==> src/rtl/hilo_muldiv_pkg.sv <==
// hilo_pkg: shared types and op-class helpers for the HI/LO multiply/divide unit.
//   hilo_op_e    - 4-bit operation code presented with each request
//   hilo_state_e - control FSM state encoding
package hilo_pkg;

  typedef enum logic [3:0] {
    OP_MTHI,
    OP_MTLO,
    OP_MFHI,
    OP_MFLO,
    OP_DIV,
    OP_DIVU,
    OP_MULT,
    OP_MULTU,
    OP_MUL,
    OP_MADD,
    OP_MADDU,
    OP_MSUB,
    OP_MSUBU
  } hilo_op_e;

  typedef enum logic [1:0] {
    ST_IDLE,
    ST_MUL,
    ST_DIV,
    ST_DONE
  } hilo_state_e;

  function automatic logic is_signed_op(input hilo_op_e op);
    return op inside {OP_MULT, OP_MUL, OP_MADD, OP_MSUB, OP_DIV};
  endfunction

  function automatic logic is_mul_op(input hilo_op_e op);
    return op inside {OP_MULT, OP_MULTU, OP_MUL, OP_MADD, OP_MADDU, OP_MSUB, OP_MSUBU};
  endfunction

  function automatic logic is_div_op(input hilo_op_e op);
    return op inside {OP_DIV, OP_DIVU};
  endfunction

  // True for ops that update at least one of HI/LO on commit.
  function automatic logic writes_hilo(input hilo_op_e op);
    return op inside {OP_MTHI, OP_MTLO, OP_DIV, OP_DIVU, OP_MULT, OP_MULTU,
                      OP_MADD, OP_MADDU, OP_MSUB, OP_MSUBU};
  endfunction

endpackage

==> src/rtl/hilo_muldiv_div_iter.sv <==
// div_iter: restoring radix-2 divider on unsigned magnitudes, one quotient bit
// per cycle. Operands are captured on start; done rises XLEN cycles later and
// stays high until the next start or an abort.
//   clk, reset          - clock, synchronous active-high reset
//   abort               - drop the division in progress
//   start               - load dividend/divisor and begin
//   dividend, divisor   - magnitudes
//   busy, done          - iterating / result valid
//   quotient, remainder - unsigned result
module div_iter #(
  parameter int XLEN = 32
) (
  input  logic            clk,
  input  logic            reset,
  input  logic            abort,
  input  logic            start,
  input  logic [XLEN-1:0] dividend,
  input  logic [XLEN-1:0] divisor,
  output logic            busy,
  output logic            done,
  output logic [XLEN-1:0] quotient,
  output logic [XLEN-1:0] remainder
);
  localparam int CW = $clog2(XLEN + 1);

  logic [CW-1:0]   cnt;
  logic [XLEN-1:0] quo, rem, dvs;
  logic [XLEN:0]   shifted, diff;

  // Partial remainder always stays below the divisor, so XLEN+1 bits suffice.
  assign shifted = {rem, quo[XLEN-1]};
  assign diff    = shifted - {1'b0, dvs};

  always_ff @(posedge clk) begin
    if (reset || abort) begin
      busy <= 1'b0;
      done <= 1'b0;
      cnt  <= '0;
      quo  <= '0;
      rem  <= '0;
      dvs  <= '0;
    end else if (start) begin
      busy <= 1'b1;
      done <= 1'b0;
      cnt  <= CW'(XLEN);
      quo  <= dividend;
      rem  <= '0;
      dvs  <= divisor;
    end else if (busy) begin
      if (diff[XLEN]) begin
        rem <= shifted[XLEN-1:0];
        quo <= {quo[XLEN-2:0], 1'b0};
      end else begin
        rem <= diff[XLEN-1:0];
        quo <= {quo[XLEN-2:0], 1'b1};
      end
      cnt <= cnt - 1'b1;
      if (cnt == CW'(1)) begin
        busy <= 1'b0;
        done <= 1'b1;
      end
    end
  end

  assign quotient  = quo;
  assign remainder = rem;

endmodule

==> src/rtl/hilo_muldiv.sv <==
// hilo_muldiv: iterative HI/LO multiply/divide unit. One operation at a time
// through in_valid/in_ready; result through out_valid/out_ready. HI/LO are
// committed only on the output handshake (unless wr_disable or flush).
//   clk, reset                - clock, synchronous active-high reset
//   flush                     - abort anything in flight, no commit
//   in_valid, in_ready        - request handshake; op, src1, src2 operands
//   out_valid, out_ready      - result handshake; result is the GPR value
//   wr_disable                - suppress the HI/LO commit at the handshake
//   hi, lo                    - architectural HI/LO registers
//
// state   | meaning
// IDLE    | ready for a new op
// MUL     | product travelling down the multiply pipe
// DIV     | divider iterating
// DONE    | result held on out_valid until consumed
module hilo_muldiv
  import hilo_pkg::*;
#(
  parameter int XLEN       = 32,
  parameter int MUL_STAGES = 3
) (
  input  logic            clk,
  input  logic            reset,
  input  logic            flush,
  input  logic            in_valid,
  output logic            in_ready,
  input  hilo_op_e        op,
  input  logic [XLEN-1:0] src1,
  input  logic [XLEN-1:0] src2,
  input  logic            wr_disable,
  output logic            out_valid,
  input  logic            out_ready,
  output logic [XLEN-1:0] result,
  output logic [XLEN-1:0] hi,
  output logic [XLEN-1:0] lo
);
  localparam int W2 = 2 * XLEN;
  localparam int PD = (MUL_STAGES > 1) ? MUL_STAGES - 1 : 1;

  hilo_state_e     state, state_nxt;
  hilo_op_e        op_q;
  logic [XLEN-1:0] src1_q, src2_q, result_q, pend_hi, pend_lo;
  logic            hi_we, lo_we;
  logic            accept, commit;

  logic            div_busy, div_done, div_fin;
  logic [XLEN-1:0] div_q, div_r, q_fix, r_fix;

  logic            mul_fin;
  hilo_op_e        mul_op;
  logic [W2-1:0]   mul_src, mul_prod, mul_val;

  function automatic logic [W2-1:0] ext(input logic [XLEN-1:0] v, input logic sgn);
    return {{XLEN{sgn & v[XLEN-1]}}, v};
  endfunction

  function automatic logic [XLEN-1:0] magnitude(input logic [XLEN-1:0] v, input logic sgn);
    return (sgn && v[XLEN-1]) ? -v : v;
  endfunction

  // Divider busy is always low in IDLE; folding it in keeps in_ready honest.
  assign in_ready  = (state == ST_IDLE) && !div_busy;
  assign out_valid = (state == ST_DONE);
  assign accept    = in_valid && in_ready && !flush;
  assign commit    = out_valid && out_ready && !flush && !wr_disable;
  assign result    = result_q;

  // Product of the operands as presented; the pipe below only delays it.
  assign mul_src = ext(src1, is_signed_op(op)) * ext(src2, is_signed_op(op));

  generate
    if (MUL_STAGES == 1) begin : g_mul_single
      assign mul_fin  = accept && is_mul_op(op);
      assign mul_prod = mul_src;
      assign mul_op   = op;
    end else begin : g_mul_pipe
      logic [W2-1:0] prod_pipe [PD];
      logic [PD-1:0] prod_v;

      always_ff @(posedge clk) begin
        if (reset || flush) begin
          prod_v <= '0;
        end else begin
          prod_v[0] <= accept && is_mul_op(op);
          for (int i = 1; i < PD; i++) prod_v[i] <= prod_v[i-1];
        end
      end

      always_ff @(posedge clk) begin
        prod_pipe[0] <= mul_src;
        for (int i = 1; i < PD; i++) prod_pipe[i] <= prod_pipe[i-1];
      end

      assign mul_fin  = (state == ST_MUL) && prod_v[PD-1];
      assign mul_prod = prod_pipe[PD-1];
      assign mul_op   = op_q;
    end
  endgenerate

  always_comb begin
    mul_val = mul_prod;
    if (mul_op inside {OP_MADD, OP_MADDU}) mul_val = {hi, lo} + mul_prod;
    else if (mul_op inside {OP_MSUB, OP_MSUBU}) mul_val = {hi, lo} - mul_prod;
  end

  // Magnitudes are formed from the live operands so iteration starts at accept.
  div_iter #(.XLEN(XLEN)) u_div (
    .clk       (clk),
    .reset     (reset),
    .abort     (flush),
    .start     (accept && is_div_op(op)),
    .dividend  (magnitude(src1, is_signed_op(op))),
    .divisor   (magnitude(src2, is_signed_op(op))),
    .busy      (div_busy),
    .done      (div_done),
    .quotient  (div_q),
    .remainder (div_r)
  );

  assign div_fin = (state == ST_DIV) && div_done;

  always_comb begin
    q_fix = div_q;
    r_fix = div_r;
    if (src2_q == '0) begin
      q_fix = '1;
      r_fix = src1_q;
    end else if (is_signed_op(op_q)) begin
      if (src1_q[XLEN-1] ^ src2_q[XLEN-1]) q_fix = -div_q;
      if (src1_q[XLEN-1]) r_fix = -div_r;
    end
  end

  always_ff @(posedge clk) begin
    if (reset) state <= ST_IDLE;
    else       state <= state_nxt;
  end

  always_comb begin
    state_nxt = state;
    if (flush) begin
      state_nxt = ST_IDLE;
    end else begin
      unique case (state)
        ST_IDLE: if (accept) begin
          if (is_mul_op(op))      state_nxt = (MUL_STAGES == 1) ? ST_DONE : ST_MUL;
          else if (is_div_op(op)) state_nxt = ST_DIV;
          else                    state_nxt = ST_DONE;
        end
        ST_MUL:  if (mul_fin) state_nxt = ST_DONE;
        ST_DIV:  if (div_fin) state_nxt = ST_DONE;
        ST_DONE: if (out_ready) state_nxt = ST_IDLE;
        default: state_nxt = ST_IDLE;
      endcase
    end
  end

  always_ff @(posedge clk) begin
    if (reset) begin
      op_q     <= OP_MTHI;
      src1_q   <= '0;
      src2_q   <= '0;
      result_q <= '0;
      pend_hi  <= '0;
      pend_lo  <= '0;
      hi_we    <= 1'b0;
      lo_we    <= 1'b0;
      hi       <= '0;
      lo       <= '0;
    end else begin
      if (accept) begin
        op_q   <= op;
        src1_q <= src1;
        src2_q <= src2;
        if (!is_mul_op(op) && !is_div_op(op)) begin
          hi_we   <= writes_hilo(op) && (op != OP_MTLO);
          lo_we   <= writes_hilo(op) && (op != OP_MTHI);
          pend_hi <= src1;
          pend_lo <= src1;
          case (op)
            OP_MFHI: result_q <= hi;
            OP_MFLO: result_q <= lo;
            default: result_q <= src1;
          endcase
        end
      end
      if (mul_fin) begin
        result_q           <= mul_val[XLEN-1:0];
        {pend_hi, pend_lo} <= mul_val;
        hi_we              <= writes_hilo(mul_op);
        lo_we              <= writes_hilo(mul_op);
      end
      if (div_fin) begin
        result_q <= q_fix;
        pend_lo  <= q_fix;
        pend_hi  <= r_fix;
        hi_we    <= 1'b1;
        lo_we    <= 1'b1;
      end
      if (commit) begin
        if (hi_we) hi <= pend_hi;
        if (lo_we) lo <= pend_lo;
      end
    end
  end

endmodule

==> config.mk <==
export PLATFORM = sky130hd
export DESIGN_NAME = hilo_muldiv
export DESIGN_NICKNAME = d
export VERILOG_FILES = /design/src/rtl/hilo_muldiv_pkg.sv /design/src/rtl/hilo_muldiv_div_iter.sv /design/src/rtl/hilo_muldiv.sv
export SDC_FILE = /design/constraint.sdc
export NUM_CORES = 2
export LEC_CHECK = 0
export ABC_AREA = 1
export BUFFER_PORTS_ARGS = -buffer_cell sky130_fd_sc_hd__buf_2
export CAP_MARGIN = 5
export CORE_MARGIN = 4
export CORE_UTILIZATION = 55
export CTS_BUF_LIST = sky130_fd_sc_hd__clkbuf_4 sky130_fd_sc_hd__clkbuf_8
export DETAILED_ROUTE_END_ITERATION = 8
export PLACE_DENSITY = 0.71
export SLEW_MARGIN = 20
export SYNTH_ARGS = -nofsm -noshare
export SYNTH_HDL_FRONTEND = slang
export SYNTH_SLANG_ARGS = --single-unit
==> constraint.sdc <==
create_clock -name clk -period 14.9 [get_ports clk]
set_input_delay 0.745 -clock clk [delete_from_list [all_inputs] [get_ports clk]]
set_output_delay 0.745 -clock clk [all_outputs]
set_load 0.05 [all_outputs]
==> results.md <==
- The most used flip-flop cell after synthesis is sky130_fd_sc_hd__dfxtp_1.
- The number of instances in the synthesized netlist is 10880.
- The number of setup buffers added after CTS is 0.
- The flow ran to the end, but the final reports show violations.
- Row generation in the floorplan step produced 135 rows.
- Yosys mapped a number of flops with a built-in enable equal to 0.
- The total of warnings raised by yosys is 0.
- The area share of the leading cell type in the synthesized netlist is between 30% and 40%.
- The number of buffers on the longest clock path is 3.
- The CTS sink count is ~470.
- After layout, the minimum clock period comes to 9220 ps.
- The synthesized design contains 466 register bits.
- The delay contributed by the slowest stage of the critical path is 640 ps.
- For the pin with the worst max-slew slack, the measured transition is 1249 ps.
- In this run the tool buffered the top-level ports with 171 buffer cells.
- The top cell type by total area after synthesis is sky130_fd_sc_hd__fa_1.
- The routed length on met2 is approximately 140 mm.
- The via count of the first global-routing pass is 72400.
- The wire length after detailed routing is 324.3 mm.
- Setup repair after global routing left no endpoint under its margin.
- The clock tree from TritonCTS is done.
- The insertion delay to the later sink of the worst-skew pair is 790 ps.
- The accumulated negative setup slack is 0 ps.
- The worst register-to-register path begins at state[1]$_SDFFE_PP0P_.
- The count of pins on the block boundary is 172.
- The clock edge transition at the registers on the reported setup and hold paths is 70 ps.
- The fill cell total of the finished layout is 13000.
- The number of setup violations in the final report is 0.
- The number of routed nets with antenna violations is 0.
- The final cycle utilization of the critical path is 61.88%.
- In the routed layout, each cell is associated on average with a via count of approximately 5.8.
- The worst reg-to-reg path cell count is 13.
- The worst hold path was traced through 0 stages.
- The start-to-end type of the worst setup path is in2reg.
- The count of endpoints failing hold in the final timing report is 0.
- The number of max-slew violations in the final report was 0.
- The final reports fail on design-rule violations.
- The net count of the mapped netlist is 12460.
- The termination of the worst setup path is g_mul_pipe.prod_pipe[0][48]$_DFF_P_.
- The timing-limited maximum frequency is 108.5 MHz.
- The largest fanout of any net on the critical path is 45.
- After synthesis, the cell types taking the most area are sky130_fd_sc_hd__fa_1 (30%), sky130_fd_sc_hd__nand2_1 (14%), sky130_fd_sc_hd__inv_1 (13%).
- After floorplanning, the core was sized to cover between 100000 and 150000 um2.
- Summing all placed instances gives a cell area of 76630 um2.
- The die span in x is 376.8 um.
- The worst setup path is launched from an input port.
- TritonCTS created 83 clock buffers.
- The area of all placed cells without fillers is approximately 80000 um2.
- The most common cell after layout, fill and taps aside is sky130_fd_sc_hd__nand2_1.
- The root buffer cell is sky130_fd_sc_hd__clkbuf_8.
- Entering global routing, the biggest net connects 127 pins.
- The final clock skew is 71.72 ps.
- A synthesized cell averages 6.879 um2.
- The synthesized cell area is ~75000 um2.
- The quantity of gates resized following cts is 0.
- The timing startpoint of the critical path is src1[31].
- The first-pass GRT wire length is 474.6 mm.
- The layout overhead on the synthesized area is 4.932%.
- The number of hold-repair buffers added at the cts stage is 0.
- The number of antenna violations at the first check in global routing is 26.
- The fraction of registers with async set or reset after synthesis is 0%.
- In this run the number of H-tree levels came out at 3.
- The first routing iteration left 9513 violations.
- Across the run, the number of max-cap violations was 0.
- The share of the yosys chip area belonging to registers is between 10 and 15%.
- Data on the critical path is required at its endpoint by about 16000 ps.
- In the final routed layout, each cell accounts on average for ~26 um.
- The total iterations of the first detailed-routing run is 9.
- Leaving out fill and tap cells, the most frequent cells in the layout are sky130_fd_sc_hd__nand2_1 (2812), sky130_fd_sc_hd__inv_1 (2630), sky130_fd_sc_hd__fa_1 (1128).
- The critical path's slowest cell is sky130_fd_sc_hd__fa_1.
- The endpoint identified for the worst register-to-register timing path is pend_hi[14]$_SDFFE_PP0P_.
- After detailed routing, the wire length on met1 is between 100 and 150 mm.
- Detailed placement finished with a half-perimeter wire length of 263.2 mm.
- The category of the worst setup path capture point is a flop.
- Routability-driven placement finished with a final weighted congestion of around 1.1.
- Summing over every cut layer, the via total after detailed routing is 73600.
- The height of the die is about 380 um.
- Traced cell by cell, the critical path runs through buf_2 > buf_4 > nand2_4 > nor2_1 > fa_1 > fa_1 > fa_1 > inv_1 > fa_1 > fa_1 > fa_1 > fa_1 > fa_1 > inv_1 > ha_1 > a21o_1 > a31oi_1 > o21ai_0 > a21oi_1 > nand3_1 > a21oi_1 > xnor2_1.
- The remaining max-slew budget at the tightest pin is between 15 and 20%.
- The full die area is roughly 140000 um2.
- The global-route total usage across every layer is 45.63%.
- Setup slack on the worst reg-to-reg path comes out at 9900 ps.
- The number of unique standard cell types used by synthesis is 67.
- Cells with a size suffix above 1 make up 5.060% of the layout.
- The startpoint of the tightest hold check path is g_mul_pipe.prod_pipe[0][24]$_DFF_P_.
- The topmost layer with routed signal wires is met5.
- In this run the worst hold path is classified as reg2reg.
- The critical path's most frequent cell is sky130_fd_sc_hd__fa_1.
- The number of remaining DRC errors is 1.
- For this configuration, the core starts out at a cell density of 55.30%.
- The residual overflow from global routing is 0.
- At the worst endpoint, the arrival time is about 9900 ps.
- Wire segments on met3 add up to 39.10 mm in the final route.
- The number of nets in the layout is 12330.
## synth_stat cells (19+ instances only)
library cell	number
sky130_fd_sc_hd__a21oi_1	626
sky130_fd_sc_hd__a31oi_1	37
sky130_fd_sc_hd__buf_1	96
sky130_fd_sc_hd__buf_2	84
sky130_fd_sc_hd__buf_4	23
sky130_fd_sc_hd__clkbuf_1	270
sky130_fd_sc_hd__dfxtp_1	466
sky130_fd_sc_hd__fa_1	1128
sky130_fd_sc_hd__ha_1	381
sky130_fd_sc_hd__inv_1	2631
sky130_fd_sc_hd__inv_2	31
sky130_fd_sc_hd__nand2_1	2814
sky130_fd_sc_hd__nand3_1	398
sky130_fd_sc_hd__nand4_1	70
sky130_fd_sc_hd__nor2_1	639
sky130_fd_sc_hd__nor2_2	19
sky130_fd_sc_hd__nor3_1	53
sky130_fd_sc_hd__nor4_1	26
sky130_fd_sc_hd__o211ai_1	24
sky130_fd_sc_hd__o21ai_0	586
sky130_fd_sc_hd__o21ai_1	33
sky130_fd_sc_hd__o21bai_1	44
sky130_fd_sc_hd__o22ai_1	57
sky130_fd_sc_hd__xnor2_1	38
sky130_fd_sc_hd__xor2_1	122
## through the flow
| step | hold slack [ps] | worst slack, ps | instances | utilization (%) |
|---|---|---|---|---|
| after floorplan | 309.6 | 6524 | 10880 | - |
| after global placement | 310.0 | 5173 | 12450 | 56.64 |
| after detailed placement | 312.1 | 5130 | 12450 | 56.64 |
| after CTS | 306.8 | 5913 | 12590 | 57.99 |
| after global routing | 319.1 | 5414 | 12600 | 58.00 |
| final | 323.8 | 5680 | 12610 | 58.03 |
## logic make-up after synthesis
kind of cell | share of synthesized area [%]
simple gates | 22.26
buf+inv | 16.19
fa+ha+maj | 36.55
compound gates | 10.64
flops | 12.47
xor+xnor | 1.895
## flip-flops by register name, summed over array words and instances (netlist names), 2 cells and up
register              cells
g_mul_pipe.prod_pipe    128
g_mul_pipe.prod_v         2
hi                       32
lo                       32
mul_op                    4
pend_hi                  32
pend_lo                  32
result                   32
src1_q                   32
src2_q                   32
state                     2
u_div.cnt                 6
u_div.dvs                32
u_div.quotient           32
u_div.remainder          32
## final cells by class
type,instances,area (um2),share of cell area [%]
antenna,18,45.04,0.05737
clock buffer,125,1608,2.048
clock inverter,22,225.2,0.2869
inverter,2667,10020,12.76
multi-input combinational,7256,53420,68.04
sequential,466,9330,11.88
tap,1781,2228,2.838
timing repair buffer,275,1637,2.085
## layer usage
metal,vias up,global-route usage [%]
li1,32190,-
met1,35090,58.65
met2,5051,67.78
met3,1254,10.25
met4,14,33.25
met5,-,0
## critical path: cells and delay by family
kind | cells | cell delay (ps)
AOI/OAI and AO/OA | 5 | 1530
adders and majority gates | 9 | 4740
xor gates and xnor gates | 1 | 140
and+or+nand+nor | 3 | 1460
buffers and inverters | 4 | 1160
## how the worst min path moves through the flow
| stage | end | slack [ps] |
|---|---|---|
| floorplan | g_mul_pipe.prod_pipe[0][100]$_DFF_P_ | 310 |
| global placement | g_mul_pipe.prod_pipe[0][68]$_DFF_P_ | 310 |
| detailed placement | g_mul_pipe.prod_pipe[0][101]$_DFF_P_ | 310 |
| CTS | g_mul_pipe.prod_v[0]$_SDFF_PP0_ | 310 |
| global route | g_mul_pipe.prod_v[0]$_SDFF_PP0_ | 320 |
| finish | g_mul_pipe.prod_pipe[0][88]$_DFF_P_ | 320 |
Power is not shown: default switching activity piles up to over one toggle a cycle in this logic, so the estimate is an artifact.
